[config.mk]
export PLATFORM = sky130hd
export DESIGN_NAME = hazard_pipe_ctrl_flat
export DESIGN_NICKNAME = d
export VERILOG_FILES = /design/src/rtl/riscv_pkg.sv /design/src/rtl/hazard_pipe_ctrl_if.sv /design/src/rtl/hazard_pipe_ctrl_hazard_detect.sv /design/src/rtl/hazard_pipe_ctrl.sv /design/src/flat_wrapper.sv
export SDC_FILE = /design/constraint.sdc
export NUM_CORES = 1
export LEC_CHECK = 0
export BUFFER_PORTS_ARGS = -buffer_cell sky130_fd_sc_hd__buf_2
export CAP_MARGIN = 15
export CORE_MARGIN = 2
export CORE_UTILIZATION = 50
export CTS_CLUSTER_DIAMETER = 40
export DETAILED_ROUTE_END_ITERATION = 7
export PLACE_DENSITY = 0.78
export SYNTH_ARGS = -nofsm -noshare
export SYNTH_HDL_FRONTEND = slang
export SYNTH_SLANG_ARGS = --single-unit
[constraint.sdc]
create_clock -name CLK -period 7.1 [get_ports CLK]
set_clock_uncertainty 0.2 [all_clocks]
set_input_delay 2.13 -clock CLK [delete_from_list [all_inputs] [get_ports CLK]]
set_output_delay 2.13 -clock CLK [all_outputs]
set_load 0.05 [all_outputs]
[src/rtl/riscv_pkg.sv]
// Shared encodings and the stage-control payload for the 5-stage RISC-V core.
// Contents: ResultSrc encodings, forward-select encodings, ctrl_t struct,
// default register-address width.
package riscv_pkg;

    localparam int unsigned REG_AW_DEF = 5;
    localparam int unsigned RES_W      = 2;
    localparam int unsigned FWD_W      = 2;
    localparam int unsigned ALU_W      = 3;

    // Writeback result source
    localparam logic [RES_W-1:0] RES_ALU = 2'b00;
    localparam logic [RES_W-1:0] RES_MEM = 2'b01;
    localparam logic [RES_W-1:0] RES_PC4 = 2'b10;

    // ALU operand forward select
    localparam logic [FWD_W-1:0] FWD_RF  = 2'b00;
    localparam logic [FWD_W-1:0] FWD_WB  = 2'b01;
    localparam logic [FWD_W-1:0] FWD_MEM = 2'b10;

    // Decode controls carried down the pipe (register fields travel separately)
    typedef struct packed {
        logic             valid;
        logic             reg_write;
        logic [RES_W-1:0] result_src;
        logic             mem_write;
        logic             jump;
        logic             branch;
        logic [ALU_W-1:0] alu_control;
        logic             alu_src;
    } ctrl_t;

endpackage

[src/rtl/hazard_pipe_ctrl_if.sv]
// Control bus between the datapath and hazard_pipe_ctrl.
// master: datapath side (drives ID decode + ZeroE, receives pipeline controls).
// slave : hazard_pipe_ctrl side.
interface hazard_pipe_ctrl_if
    import riscv_pkg::*;
#(
    parameter int unsigned REG_AW = REG_AW_DEF,
    parameter int unsigned CNT_W  = 32
);
    logic              ValidD;
    logic              RegWriteD;
    logic              MemWriteD;
    logic              JumpD;
    logic              BranchD;
    logic              ALUSrcD;
    logic [RES_W-1:0]  ResultSrcD;
    logic [ALU_W-1:0]  ALUControlD;
    logic [REG_AW-1:0] Rs1D;
    logic [REG_AW-1:0] Rs2D;
    logic [REG_AW-1:0] RdD;
    logic              ZeroE;

    logic [ALU_W-1:0]  ALUControlE;
    logic              ALUSrcE;
    logic              MemWriteM;
    logic [RES_W-1:0]  ResultSrcW;
    logic              RegWriteW;
    logic [REG_AW-1:0] RdW;
    logic              PCSrcE;
    logic              StallF;
    logic              StallD;
    logic              FlushD;
    logic              FlushE;
    logic [FWD_W-1:0]  ForwardAE;
    logic [FWD_W-1:0]  ForwardBE;
    logic [CNT_W-1:0]  InstRet;

    modport master (
        output ValidD, RegWriteD, MemWriteD, JumpD, BranchD, ALUSrcD,
               ResultSrcD, ALUControlD, Rs1D, Rs2D, RdD, ZeroE,
        input  ALUControlE, ALUSrcE, MemWriteM, ResultSrcW, RegWriteW, RdW,
               PCSrcE, StallF, StallD, FlushD, FlushE, ForwardAE, ForwardBE,
               InstRet
    );

    modport slave (
        input  ValidD, RegWriteD, MemWriteD, JumpD, BranchD, ALUSrcD,
               ResultSrcD, ALUControlD, Rs1D, Rs2D, RdD, ZeroE,
        output ALUControlE, ALUSrcE, MemWriteM, ResultSrcW, RegWriteW, RdW,
               PCSrcE, StallF, StallD, FlushD, FlushE, ForwardAE, ForwardBE,
               InstRet
    );

endinterface

[src/rtl/hazard_pipe_ctrl_hazard_detect.sv]
// hazard_detect: combinational RAW hazard and forward-select logic.
// Inputs : D-stage source registers, E/M/W writer info, E-stage sources.
// Outputs: raw_stall, fwd_a, fwd_b.
// Build option HAZARD_PIPE_FWD_EN: forwarding on, only load-use stalls.
// Without it, forward selects are 00 and any E/M writer match stalls.
module hazard_detect
    import riscv_pkg::*;
#(
    parameter int unsigned REG_AW = REG_AW_DEF
) (
    input  logic [REG_AW-1:0] rs1_d,
    input  logic [REG_AW-1:0] rs2_d,
    input  logic              reg_write_e,
    input  logic [RES_W-1:0]  result_src_e,
    input  logic [REG_AW-1:0] rd_e,
    input  logic [REG_AW-1:0] rs1_e,
    input  logic [REG_AW-1:0] rs2_e,
    input  logic              reg_write_m,
    input  logic [REG_AW-1:0] rd_m,
    input  logic              reg_write_w,
    input  logic [REG_AW-1:0] rd_w,
    output logic              raw_stall,
    output logic [FWD_W-1:0]  fwd_a,
    output logic [FWD_W-1:0]  fwd_b
);

    // A writer of a nonzero rd that a D-stage source reads (x0 never matches)
    function automatic logic dep_d(input logic we, input logic [REG_AW-1:0] rd,
                                   input logic [REG_AW-1:0] a,
                                   input logic [REG_AW-1:0] b);
        return we && (rd != '0) && ((rd == a) || (rd == b));
    endfunction

`ifdef HAZARD_PIPE_FWD_EN
    // MEM result beats WB result when both write the same register
    function automatic logic [FWD_W-1:0] fwd_sel(input logic [REG_AW-1:0] rs,
                                                 input logic we_m, input logic [REG_AW-1:0] rdm,
                                                 input logic we_w, input logic [REG_AW-1:0] rdw);
        if (we_m && (rdm != '0) && (rdm == rs)) begin
            return FWD_MEM;
        end else if (we_w && (rdw != '0) && (rdw == rs)) begin
            return FWD_WB;
        end
        return FWD_RF;
    endfunction

    always_comb begin
        raw_stall = dep_d(reg_write_e, rd_e, rs1_d, rs2_d) && (result_src_e == RES_MEM);
        fwd_a     = fwd_sel(rs1_e, reg_write_m, rd_m, reg_write_w, rd_w);
        fwd_b     = fwd_sel(rs2_e, reg_write_m, rd_m, reg_write_w, rd_w);
    end
`else
    logic unused_fwd;

    // No bypass: wait until the writer reaches WB (same-cycle RF write/read)
    always_comb begin
        raw_stall = dep_d(reg_write_e, rd_e, rs1_d, rs2_d) ||
                    dep_d(reg_write_m, rd_m, rs1_d, rs2_d);
        fwd_a     = FWD_RF;
        fwd_b     = FWD_RF;
    end

    assign unused_fwd = ^{result_src_e, rs1_e, rs2_e, reg_write_w, rd_w};
`endif

endmodule

[src/rtl/hazard_pipe_ctrl.sv]
// hazard_pipe_ctrl: ID/EX, EX/MEM, MEM/WB control registers, hazard stall/flush,
// forwarding selects and retired-instruction counter.
// Ports: CLK, RST (async active-low), bus (hazard_pipe_ctrl_if.slave).
// Build option HAZARD_PIPE_FWD_EN selects forwarding (see hazard_detect).
module hazard_pipe_ctrl
    import riscv_pkg::*;
#(
    parameter int unsigned REG_AW = REG_AW_DEF,
    parameter int unsigned CNT_W  = 32
) (
    input  logic               CLK,
    input  logic               RST,
    hazard_pipe_ctrl_if.slave  bus
);

    ctrl_t             d_ctrl;
    ctrl_t             e_ctrl;
    logic [REG_AW-1:0] rs1_e, rs2_e, rd_e;
    logic              m_valid, m_reg_write, m_mem_write;
    logic [RES_W-1:0]  m_result_src;
    logic [REG_AW-1:0] rd_m;
    logic              w_valid, w_reg_write;
    logic [RES_W-1:0]  w_result_src;
    logic [REG_AW-1:0] rd_w;
    logic [CNT_W-1:0]  inst_ret;
    logic              raw_stall;
    logic              pcsrc_c;
    logic              flush_e_c;
    logic [FWD_W-1:0]  fwd_a, fwd_b;

    // Pack the ID-stage decode
    always_comb begin
        d_ctrl             = '0;
        d_ctrl.valid       = bus.ValidD;
        d_ctrl.reg_write   = bus.RegWriteD;
        d_ctrl.result_src  = bus.ResultSrcD;
        d_ctrl.mem_write   = bus.MemWriteD;
        d_ctrl.jump        = bus.JumpD;
        d_ctrl.branch      = bus.BranchD;
        d_ctrl.alu_control = bus.ALUControlD;
        d_ctrl.alu_src     = bus.ALUSrcD;
    end

    hazard_detect #(.REG_AW(REG_AW)) u_hazard_detect (
        .rs1_d        (bus.Rs1D),
        .rs2_d        (bus.Rs2D),
        .reg_write_e  (e_ctrl.reg_write),
        .result_src_e (e_ctrl.result_src),
        .rd_e         (rd_e),
        .rs1_e        (rs1_e),
        .rs2_e        (rs2_e),
        .reg_write_m  (m_reg_write),
        .rd_m         (rd_m),
        .reg_write_w  (w_reg_write),
        .rd_w         (rd_w),
        .raw_stall    (raw_stall),
        .fwd_a        (fwd_a),
        .fwd_b        (fwd_b)
    );

    assign pcsrc_c   = (e_ctrl.branch & bus.ZeroE) | e_ctrl.jump;
    assign flush_e_c = raw_stall | pcsrc_c;

    // ID/EX: a flush loads a full bubble
    always_ff @(posedge CLK or negedge RST) begin
        if (!RST) begin
            e_ctrl <= '0;
            rs1_e  <= '0;
            rs2_e  <= '0;
            rd_e   <= '0;
        end else if (flush_e_c) begin
            e_ctrl <= '0;
            rs1_e  <= '0;
            rs2_e  <= '0;
            rd_e   <= '0;
        end else begin
            e_ctrl <= d_ctrl;
            rs1_e  <= bus.Rs1D;
            rs2_e  <= bus.Rs2D;
            rd_e   <= bus.RdD;
        end
    end

    // EX/MEM and MEM/WB always advance; retire count follows WB valid
    always_ff @(posedge CLK or negedge RST) begin
        if (!RST) begin
            m_valid      <= 1'b0;
            m_reg_write  <= 1'b0;
            m_result_src <= '0;
            m_mem_write  <= 1'b0;
            rd_m         <= '0;
            w_valid      <= 1'b0;
            w_reg_write  <= 1'b0;
            w_result_src <= '0;
            rd_w         <= '0;
            inst_ret     <= '0;
        end else begin
            m_valid      <= e_ctrl.valid;
            m_reg_write  <= e_ctrl.reg_write;
            m_result_src <= e_ctrl.result_src;
            m_mem_write  <= e_ctrl.mem_write;
            rd_m         <= rd_e;
            w_valid      <= m_valid;
            w_reg_write  <= m_reg_write;
            w_result_src <= m_result_src;
            rd_w         <= rd_m;
            if (w_valid) begin
                inst_ret <= inst_ret + CNT_W'(1);
            end
        end
    end

    assign bus.ALUControlE = e_ctrl.alu_control;
    assign bus.ALUSrcE     = e_ctrl.alu_src;
    assign bus.MemWriteM   = m_mem_write;
    assign bus.ResultSrcW  = w_result_src;
    assign bus.RegWriteW   = w_reg_write;
    assign bus.RdW         = rd_w;
    assign bus.PCSrcE      = pcsrc_c;
    // A taken branch/jump overrides the stall so the target PC is kept
    assign bus.StallF      = raw_stall & ~pcsrc_c;
    assign bus.StallD      = raw_stall & ~pcsrc_c;
    assign bus.FlushD      = pcsrc_c;
    assign bus.FlushE      = flush_e_c;
    assign bus.ForwardAE   = fwd_a;
    assign bus.ForwardBE   = fwd_b;
    assign bus.InstRet     = inst_ret;

endmodule

[src/flat_wrapper.sv]
// flat-port wrapper written by rule: the top's interface ports become plain ports
module hazard_pipe_ctrl_flat import riscv_pkg::*;
#(
    parameter int unsigned REG_AW = REG_AW_DEF,
    parameter int unsigned CNT_W  = 32
)
  (CLK, RST, bus_ValidD, bus_RegWriteD, bus_MemWriteD, bus_JumpD, bus_BranchD, bus_ALUSrcD, bus_ResultSrcD, bus_ALUControlD, bus_Rs1D, bus_Rs2D, bus_RdD, bus_ZeroE, bus_ALUControlE, bus_ALUSrcE, bus_MemWriteM, bus_ResultSrcW, bus_RegWriteW, bus_RdW, bus_PCSrcE, bus_StallF, bus_StallD, bus_FlushD, bus_FlushE, bus_ForwardAE, bus_ForwardBE, bus_InstRet);
  hazard_pipe_ctrl_if #(.REG_AW(REG_AW), .CNT_W(CNT_W)) bus_i ();
  input  logic CLK;
  input  logic RST;
  input wire logic [$bits(bus_i.ValidD)-1:0] bus_ValidD;
  input wire logic [$bits(bus_i.RegWriteD)-1:0] bus_RegWriteD;
  input wire logic [$bits(bus_i.MemWriteD)-1:0] bus_MemWriteD;
  input wire logic [$bits(bus_i.JumpD)-1:0] bus_JumpD;
  input wire logic [$bits(bus_i.BranchD)-1:0] bus_BranchD;
  input wire logic [$bits(bus_i.ALUSrcD)-1:0] bus_ALUSrcD;
  input wire logic [$bits(bus_i.ResultSrcD)-1:0] bus_ResultSrcD;
  input wire logic [$bits(bus_i.ALUControlD)-1:0] bus_ALUControlD;
  input wire logic [$bits(bus_i.Rs1D)-1:0] bus_Rs1D;
  input wire logic [$bits(bus_i.Rs2D)-1:0] bus_Rs2D;
  input wire logic [$bits(bus_i.RdD)-1:0] bus_RdD;
  input wire logic [$bits(bus_i.ZeroE)-1:0] bus_ZeroE;
  output wire logic [$bits(bus_i.ALUControlE)-1:0] bus_ALUControlE;
  output wire logic [$bits(bus_i.ALUSrcE)-1:0] bus_ALUSrcE;
  output wire logic [$bits(bus_i.MemWriteM)-1:0] bus_MemWriteM;
  output wire logic [$bits(bus_i.ResultSrcW)-1:0] bus_ResultSrcW;
  output wire logic [$bits(bus_i.RegWriteW)-1:0] bus_RegWriteW;
  output wire logic [$bits(bus_i.RdW)-1:0] bus_RdW;
  output wire logic [$bits(bus_i.PCSrcE)-1:0] bus_PCSrcE;
  output wire logic [$bits(bus_i.StallF)-1:0] bus_StallF;
  output wire logic [$bits(bus_i.StallD)-1:0] bus_StallD;
  output wire logic [$bits(bus_i.FlushD)-1:0] bus_FlushD;
  output wire logic [$bits(bus_i.FlushE)-1:0] bus_FlushE;
  output wire logic [$bits(bus_i.ForwardAE)-1:0] bus_ForwardAE;
  output wire logic [$bits(bus_i.ForwardBE)-1:0] bus_ForwardBE;
  output wire logic [$bits(bus_i.InstRet)-1:0] bus_InstRet;
  assign bus_i.ValidD = bus_ValidD;
  assign bus_i.RegWriteD = bus_RegWriteD;
  assign bus_i.MemWriteD = bus_MemWriteD;
  assign bus_i.JumpD = bus_JumpD;
  assign bus_i.BranchD = bus_BranchD;
  assign bus_i.ALUSrcD = bus_ALUSrcD;
  assign bus_i.ResultSrcD = bus_ResultSrcD;
  assign bus_i.ALUControlD = bus_ALUControlD;
  assign bus_i.Rs1D = bus_Rs1D;
  assign bus_i.Rs2D = bus_Rs2D;
  assign bus_i.RdD = bus_RdD;
  assign bus_i.ZeroE = bus_ZeroE;
  assign bus_ALUControlE = bus_i.ALUControlE;
  assign bus_ALUSrcE = bus_i.ALUSrcE;
  assign bus_MemWriteM = bus_i.MemWriteM;
  assign bus_ResultSrcW = bus_i.ResultSrcW;
  assign bus_RegWriteW = bus_i.RegWriteW;
  assign bus_RdW = bus_i.RdW;
  assign bus_PCSrcE = bus_i.PCSrcE;
  assign bus_StallF = bus_i.StallF;
  assign bus_StallD = bus_i.StallD;
  assign bus_FlushD = bus_i.FlushD;
  assign bus_FlushE = bus_i.FlushE;
  assign bus_ForwardAE = bus_i.ForwardAE;
  assign bus_ForwardBE = bus_i.ForwardBE;
  assign bus_InstRet = bus_i.InstRet;
  hazard_pipe_ctrl #(.REG_AW(REG_AW), .CNT_W(CNT_W)) u_core (.CLK(CLK), .RST(RST), .bus(bus_i));
endmodule
==> impl_metrics.py, run 1 <==
metrics = {
    "yosys": {
        "syn_area_um2": 2770,
        "muxShareOfSynthArea_pct": 0.407,
        "synth_area_leaders": "dfrtp_1 (61%), xor2_1 (8.2%), xnor2_1 (7.6%), and3_1 (4.1%), buf_4 (2.7%)",
        "yosysTopAreaCell": "dfrtp_1",
        "synth_simple_gate_area_share_pct": 16.8,
        "synth_xor_area_share_pct": 16.4,
        "synthFlopType": "dfrtp_1",
        "synth_edf_count": 0,
        "avgSynthCellArea_um2": 12.4,
        "yosys.area.top_type_share_pct": 60.6,
        "synth-adder-area-share_pct": 0.452,
        "ys_seq_area_share_pct": 60.6,
        "synthCells": 224,
        "ys_ff_latch": 67,
        "async_flop_share_pct": 100,
        "synth_compound_area_share_pct": 1.45,
        "synthDistinctLibCells": 32,
        "yosysWarnings": 0,
        "synth_top_family_by_area": "simple AND/OR/NAND/NOR gates",
    },
    "sta": {
        "fmax_mhz": 172,
        "max-slew-margin-rel_pct": 46.4,
        "rsz0062_at_grt": "false",
        "slew_viol_final": 0,
        "worst_slew_pin_slew_ps": 804,
        "period_needed_ps": 5800,
        "hold_viol": 0,
        "setup_violations": 0,
        "finalCritPeriodShare_pct": 81.7,
        "setup_tns_ps": 0,
        "whs_ps": 148,
        "fin_ws_ps": 1300,
    },
    "worst_setup_path": {
        "crit_path_max_fanout": 18,
        "r2r_slack_ps": 5080,
        "crit_required_ps": 4770,
        "endpoint_kind": "primary output",
        "ff2ff_path_depth": 6,
        "cp.arrival_ps": 3470,
        "critical_path.endpoint": "bus_StallF",
        "reg2reg_from": "u_core.bus.InstRet[0]$_DFFE_PN0P_",
        "r2r_end": "u_core.bus.InstRet[24]$_DFFE_PN0P_",
        "cp-startpoint": "bus_Rs2D[3]",
        "cp-start-kind": "input pin",
        "worstSetupPathType": "in2out",
    },
    "die": {
        "die_width_um": 78.4,
        "row_count": 27,
        "fp.dieH_um": 78.4,
        "core_um2": 5440,
        "start_util_pct": 50.9,
        "pin_count": 83,
        "die_area_um2": 6150,
    },
    "detailed_routing": {
        "wl_per_cell_um": 12.5,
        "drtIter0Drc": 76,
        "wirelength_um": 4790,
        "vias_per_cell": 4.87,
        "firstDrtPassIters": 4,
        "drc_errors": 0,
        "vias": 1860,
        "ant_nets": 0,
    },
    "placed_design": {
        "gp_congestion": 0.772,
        "post-dp-hpwl_um": 3460,
        "pre_cts_ws_ps": 1320,
        "place_inst": 366,
        "place_area_um2": 3180,
        "io_buffer_count": 78,
    },
    "final_layout": {
        "final_cells": 382,
        "syn_to_final_growth_pct": 21.8,
        "antennaDiodeCount": 0,
        "final_common_cell": "buf_2",
        "post-route-util_pct": 62.0,
        "finalInstanceArea_um2": 3370,
        "fin_nets": 335,
        "drive_gt1_share_pct": 34.8,
        "final_cell_mix": "buf_2 (78), dfrtp_1 (67), xor2_1 (26), xnor2_1 (24), and3_1 (18)",
    },
    "worst_hold_path": {
        "min_path_cells": 0,
        "hold_path_class": "reg2reg",
    },
    "flow_run": {
        "maxCapViolCount": 0,
    },
    "power": {
        "leakagePower_nw": 1.77,
        "report.power.total_mw": 0.983,
        "vdd_drop_max_mv": 0.167,
        "powerDensity_nw_per_um2": 292,
    },
    "clocking": {
        "cts_root_buffer": "clkbuf_8",
        "cts.clk_slew.worst_paths_ps": 60,
        "cts_buffer_depth": 2,
        "numCtsBuffers": 9,
        "cts_tree": "done",
        "post_cts_buffers": 0,
        "htree_levels": 3,
        "ctsResizeCount": 0,
        "clock_sinks": 67,
        "worstSkewPairLatency_ps": 330,
        "cts_hold_buf": 0,
    },
    "global_routing": {
        "grt_overflow_total": 0,
        "antenna_found_initial": 0,
        "track_usage_pct": 17.4,
        "grt_pass1_wl_um": 8240,
        "grt_pass1_vias": 1895,
        "grt_max_degree": 68,
    },
    "outcome": {
        "status": "complete, no violations",
    },
}
cells by family (layout without fill, tap and decap cells):
group | Yosys count | count (layout)
other | 1 | 4
multiplexers | 1 | 1
AO/OA/AOI/OAI | 6 | 6
flip-flops | 67 | 67
AND/OR/NAND/NOR | 81 | 81
adder cells (fa/ha/maj) | 1 | 1
XOR/XNOR | 51 | 51
buffers and inverters | 16 | 99
cell type report:
cell class              instances  area (um^2)
multi-input cells             144          997
well taps                      72         90.1
flip-flops and latches         67         1680
inverters                       3         11.3
fillers                       450         2070
repair buffers                 80          405
clock buffers                  15          186
clock inverters                 1         5.00
state kept, by name, summed over array words and instances (netlist names):
| register | flops |
|---|---|
| u_core.bus.RdW | 5 |
| u_core.w_valid | 1 |
| u_core.bus.ResultSrcW | 2 |
| u_core.m_reg_write | 1 |
| u_core.e_ctrl | 7 |
| u_core.bus.RegWriteW | 1 |
| u_core.bus.ALUControlE | 3 |
| u_core.bus.MemWriteM | 1 |
| u_core.m_result_src | 2 |
| u_core.bus.InstRet | 32 |
| u_core.m_valid | 1 |
| u_core.rd_m | 5 |
| u_core.rd_e | 5 |
| u_core.bus.ALUSrcE | 1 |
worst min-delay path by stage:
stage / startpoint / end
floorplan: u_core.e_ctrl[6]$_DFF_PN0_ / u_core.bus.MemWriteM$_DFF_PN0_
global placement: u_core.e_ctrl[8]$_DFF_PN0_ / u_core.m_result_src[1]$_DFF_PN0_
detailed placement: u_core.e_ctrl[10]$_DFF_PN0_ / u_core.m_valid$_DFF_PN0_
CTS: u_core.e_ctrl[10]$_DFF_PN0_ / u_core.m_valid$_DFF_PN0_
global route: u_core.e_ctrl[10]$_DFF_PN0_ / u_core.m_valid$_DFF_PN0_
finish: u_core.e_ctrl[10]$_DFF_PN0_ / u_core.m_valid$_DFF_PN0_
where the power goes:
part	internal [mW]	switching [mW]
Sequential	0.425	0.0407
Clock	0.165	0.127
Combinational	0.0631	0.163
routing by layer:
layer	vias up	routed length (um)	global-route usage, %
met5	-	0	0
met4	0	86	10.2
met3	9	336	4.83
met2	69	2300	27.8
met1	882	2060	21.2
li1	900	-	-
Yosys cell counts (2+ instances only):
cell type,count
buf_4,10
nand2_1,16
dfrtp_1,67
nor2_1,9
or4_1,2
nor2_2,4
and3_1,18
inv_1,3
a22oi_1,2
o21ai_0,2
nand4_1,12
nand3_1,4
xnor2_1,24
clkbuf_1,2
xor2_1,26
and2_2,2
nor3_1,6
worst max-delay path, stage by stage:
cell and delay (ps):
buf_2 110, xor2_1 130, nor3_1 200, a22oi_1 120, o22a_2 340, nor2_1 150
buf_2 280
No activity file was read; power rests on OpenSTA's default activity.
==> run 2: changes to the inputs <==
clock period = 5.5 ns   (was 7.1 ns; I/O delays follow)
==> impl_metrics.py, run 2 (synthesis gave the netlist of run 1 again) <==
metrics = {
    "outcome": {
        "status": "complete, no violations",
    },
    "worst_setup_path": {
        "crit_required_ps": 3650,
        "cp-startpoint": "bus_Rs2D[3]",
        "worstSetupPathType": "in2out",
        "critical_path.endpoint": "bus_StallF",
        "cp.arrival_ps": 2980,
        "cp-start-kind": "input pin",
        "ff2ff_path_depth": 6,
        "endpoint_kind": "primary output",
        "reg2reg_from": "u_core.bus.InstRet[0]$_DFFE_PN0P_",
        "crit_path_max_fanout": 18,
        "r2r_end": "u_core.bus.InstRet[24]$_DFFE_PN0P_",
        "r2r_slack_ps": 3480,
    },
    "sta": {
        "whs_ps": 148,
        "period_needed_ps": 4830,
        "setup_tns_ps": 0,
        "finalCritPeriodShare_pct": 87.8,
        "max-slew-margin-rel_pct": 44.8,
        "slew_viol_final": 0,
        "setup_violations": 0,
        "fmax_mhz": 207,
        "worst_slew_pin_slew_ps": 827,
        "rsz0062_at_grt": "false",
        "hold_viol": 0,
    },
    "final_layout": {
        "fin_nets": 335,
        "final_common_cell": "buf_2",
        "drive_gt1_share_pct": 35.5,
        "syn_to_final_growth_pct": 24.5,
        "post-route-util_pct": 63.3,
        "finalInstanceArea_um2": 3440,
        "antennaDiodeCount": 0,
        "largest_register_ffs": 32,
        "final_cell_mix": "buf_2 (78), dfrtp_1 (67), xor2_1 (26), xnor2_1 (24), and3_1 (18)",
    },
    "global_routing": {
        "grt_max_degree": 40,
        "grt_overflow_total": 0,
        "grt_pass1_vias": 1871,
        "antenna_found_initial": 0,
        "grt_pass1_wl_um": 8350,
        "track_usage_pct": 17.9,
    },
    "detailed_routing": {
        "drtIter0Drc": 64,
        "vias": 1861,
        "dr_wl_met2_um": 2460,
        "drc_errors": 0,
        "highest_layer": "met4",
        "firstDrtPassIters": 4,
        "wirelength_um": 4950,
        "vias_per_cell": 4.87,
        "met1_length_um": 2070,
        "dr_wl_met3_um": 351,
        "wl_per_cell_um": 13.0,
        "ant_nets": 0,
    },
    "worst_hold_path": {
        "hold_start": "u_core.e_ctrl[6]$_DFF_PN0_",
        "hold_path_class": "reg2reg",
    },
    "clocking": {
        "ctsResizeCount": 0,
        "clock_sinks": 67,
        "post_cts_buffers": 0,
        "numCtsBuffers": 9,
        "cts_buffer_depth": 2,
        "cts_hold_buf": 0,
        "worstSkewPairLatency_ps": 340,
        "htree_levels": 3,
        "cts.clk_slew.worst_paths_ps": 70,
        "cts_tree": "done",
        "cts_root_buffer": "clkbuf_8",
    },
    "die": {
        "pin_count": 83,
        "start_util_pct": 50.9,
        "core_um2": 5440,
        "row_count": 27,
        "die_width_um": 78.4,
        "fp.dieH_um": 78.4,
        "die_area_um2": 6150,
    },
    "placed_design": {
        "gp_congestion": 0.778,
        "io_buffer_count": 78,
        "post-dp-hpwl_um": 3530,
        "place_area_um2": 3180,
    },
    "power": {
        "powerDensity_nw_per_um2": 414,
        "vdd_drop_max_mv": 0.343,
        "report.power.total_mw": 1.42,
        "leakagePower_nw": 1.80,
    },
    "flow_run": {
        "maxCapViolCount": 0,
    },
}
## run 2: critical path, stage by stage
cell and delay [ps]:
buf_2 110, xor2_1 140, nor3_1 200, a22oi_1 110, o22a_2 340, nor2_1 140
buf_2 280
## run 2: power breakdown
part / leakage (nW) / total, mW / switching [mW] / internal (mW)
clock: 0.125 / 0.531 / 0.185 / 0.346
combinational: 0.789 / 0.292 / 0.211 / 0.0814
sequential: 0.881 / 0.601 / 0.0524 / 0.548
## run 2: worst min-delay path by stage
stage	to	slack [ps]	depth (start not counted)
final	u_core.bus.MemWriteM$_DFF_PN0_	150	0
after detailed placement	u_core.m_result_src[0]$_DFF_PN0_	140	0
after global routing	u_core.bus.MemWriteM$_DFF_PN0_	160	0
after CTS	u_core.bus.MemWriteM$_DFF_PN0_	150	0
after global placement	u_core.m_result_src[0]$_DFF_PN0_	130	0
after floorplan	u_core.bus.MemWriteM$_DFF_PN0_	130	0
## run 2: final cells by class
| class | count | area (um^2) |
|---|---|---|
| clock buffers | 9 | 124 |
| clock inverters | 7 | 140 |
| fillers | 430 | 1990 |
| inverters | 3 | 11.3 |
| multi-input cells | 144 | 997 |
| flip-flops and latches | 67 | 1680 |
| well taps | 72 | 90.1 |
| repair buffers | 80 | 405 |
## run 2: through the flow
step | std cells | setup WS (ps)
2_1_floorplan | 227 | 109
3_3_place_gp | 366 | 685
3_5_place_dp | 366 | 671
4_1_cts | 382 | 667
5_1_grt | 382 | 561
6_report | 382 | 669
## run 2: metal layers
layer | GRT usage, % | vias up
met1 | 20.2 | 893
li1 | - | 900
met5 | 0 | -
met3 | 6.67 | 7
met2 | 29.8 | 61
met4 | 8.77 | 0
==> run 3: changes to the inputs <==
PLACE_DENSITY = 0.75   (was 0.78)
==> impl_metrics.py, run 3 (synthesis gave the netlist of run 1 again) <==
metrics = {
    "detailed_routing": {
        "ant_nets": 0,
        "drtIter0Drc": 138,
        "firstDrtPassIters": 4,
        "wl_per_cell_um": 12.8,
        "drc_errors": 0,
        "vias": 1913,
        "wirelength_um": 4900,
        "vias_per_cell": 5.01,
    },
    "placed_design": {
        "place_inst": 366,
        "post-dp-hpwl_um": 3590,
        "io_buffer_count": 78,
        "gp_congestion": 0.778,
        "pre_cts_ws_ps": 641,
    },
    "final_layout": {
        "final_cell_mix": "buf_2 (78), dfrtp_1 (67), xor2_1 (26), xnor2_1 (24), and3_1 (18)",
        "final_common_cell": "buf_2",
        "final_cells": 382,
        "post-route-util_pct": 61.7,
        "fin_nets": 335,
        "syn_to_final_growth_pct": 21.2,
        "drive_gt1_share_pct": 34.5,
        "largest_register_ffs": 32,
        "antennaDiodeCount": 0,
    },
    "worst_setup_path": {
        "crit_buf_inv": 2,
        "cpMaxStageDelayCell": "o22a_2",
        "r2r_end": "u_core.bus.InstRet[24]$_DFFE_PN0P_",
        "worstSetupPathType": "in2out",
        "ff2ff_path_depth": 6,
        "endpoint_kind": "primary output",
        "cpMostUsedCell": "buf_2",
        "r2r_slack_ps": 3380,
        "crit_required_ps": 3650,
        "crit_path_max_fanout": 18,
        "worstPathCellList": "buf_2 > xor2_1 > nor3_1 > a22oi_1 > o22a_2 > nor2_1 > buf_2",
        "path_delay_family": "compound AO/OA/AOI/OAI gates",
        "critical_path_depth": 7,
        "critPathMaxStageDelay_ps": 340,
        "cp-start-kind": "input pin",
        "cp.arrival_ps": 3060,
        "reg2reg_from": "u_core.bus.InstRet[0]$_DFFE_PN0P_",
    },
    "power": {
        "p_int_mw": 0.817,
        "report.power.total_mw": 1.25,
        "vdd_drop_max_mv": 0.222,
        "combPwrFrac_pct": 23.5,
        "leakagePower_nw": 1.76,
        "swShare_pct": 34.5,
        "powerDensity_nw_per_um2": 372,
        "switchingPower_mw": 0.431,
        "p_seq_share_pct": 48.2,
        "p_clk_share_pct": 28.3,
    },
    "sta": {
        "fin_ws_ps": 587,
        "slew_viol_final": 0,
        "fmax_mhz": 204,
        "period_needed_ps": 4910,
        "max-slew-margin-rel_pct": 45.0,
        "hold_viol": 0,
        "setup_tns_ps": 0,
        "finalCritPeriodShare_pct": 89.3,
        "rsz0062_at_grt": "false",
        "worst_slew_pin_slew_ps": 824,
        "setup_violations": 0,
    },
    "global_routing": {
        "track_usage_pct": 17.5,
        "grt_busiest_layer": "met2",
        "met2_usage_pct": 29.2,
        "grt_overflow_total": 0,
        "grt_pass1_wl_um": 8340,
        "antenna_found_initial": 0,
        "grt_pass1_vias": 1939,
        "grt_use_met3_pct": 4.71,
        "grt_max_degree": 40,
        "grt_util_met1_pct": 20.3,
    },
    "worst_hold_path": {
        "hold_start": "u_core.m_result_src[0]$_DFF_PN0_",
        "min_path_cells": 0,
        "hold_path_class": "reg2reg",
        "min_to": "u_core.bus.ResultSrcW[0]$_DFF_PN0_",
    },
    "clocking": {
        "cts.clk_slew.worst_paths_ps": 60,
        "numCtsBuffers": 9,
        "ctsResizeCount": 0,
        "cts_buffer_depth": 2,
        "cts_tree": "done",
        "cts_hold_buf": 0,
        "cts_root_buffer": "clkbuf_8",
        "clock_sinks": 67,
        "post_cts_buffers": 0,
        "htree_levels": 3,
        "worstSkewPairLatency_ps": 320,
    },
    "die": {
        "die_area_um2": 6150,
        "row_count": 27,
        "pin_count": 83,
        "die_width_um": 78.4,
        "core_um2": 5440,
        "start_util_pct": 50.9,
        "fp.dieH_um": 78.4,
    },
    "flow_run": {
        "maxCapViolCount": 0,
    },
    "outcome": {
        "status": "complete, no violations",
    },
}
run 3: changes by cell type in the layout (fill, tap and decap cells not counted):
cell / before / now
bufinv_16: 4 / 0
clkbuf_1: 0 / 3
clkbuf_8: 9 / 11
clkinv_2: 1 / 2
clkinvlp_4: 2 / 0
run 3: power groups by stage:
stage / logic (mW) / registers [mW] / clock network, mW
3_3_place_gp: 0.291 / 0.609 / 0
4_1_cts: 0.296 / 0.602 / 0.364
3_5_place_dp: 0.295 / 0.612 / 0
2_1_floorplan: 0.115 / 0.712 / 0
5_1_grt: 0.314 / 0.610 / 0.388
6_report: 0.293 / 0.601 / 0.354
run 3: through the flow:
| stage | area (um^2) | hold slack [ps] |
|---|---|---|
| 4_1_cts | 3350 | 150 |
| 5_1_grt | 3350 | 156 |
| 3_3_place_gp | 3180 | 133 |
| 6_report | 3350 | 148 |
| 2_1_floorplan | 2780 | 131 |
| 3_5_place_dp | 3180 | 137 |
run 3: worst register-to-register path: stages, from the launching register on:
cell and delay (ps):
dfrtp_1 420, ha_1 180, and3_1 230, nand2_1 80, nor3_1 510, nand4_1 210, xnor2_1 160
run 3: worst max-delay path by stage:
stage	from	end	slack (ps)
after global placement	bus_Rs1D[2]	bus_StallF	710
after detailed placement	bus_Rs2D[3]	bus_StallD	640
after global routing	bus_Rs2D[3]	bus_StallD	540
after CTS	bus_Rs2D[3]	bus_StallD	630
final	bus_Rs2D[3]	bus_StallD	590
after floorplan	bus_ZeroE	bus_StallF	110
run 3: cell type report:
class | count | area (um^2)
multi-input combinational | 144 | 997
clock buffer | 14 | 163
sequential | 67 | 1680
fill | 447 | 2090
tap | 72 | 90.1
inverter | 3 | 11.3
timing repair buffer | 80 | 405
clock inverter | 2 | 10.0
run 3: layer usage:
metal / routed length, um / vias up / part of all wire, %
met5: 0 / - / 0
met4: 96 / 0 / 2.0
met3: 315 / 12 / 6.4
met2: 2420 / 65 / 49
met1: 2060 / 934 / 42
li1: - / 902 / -
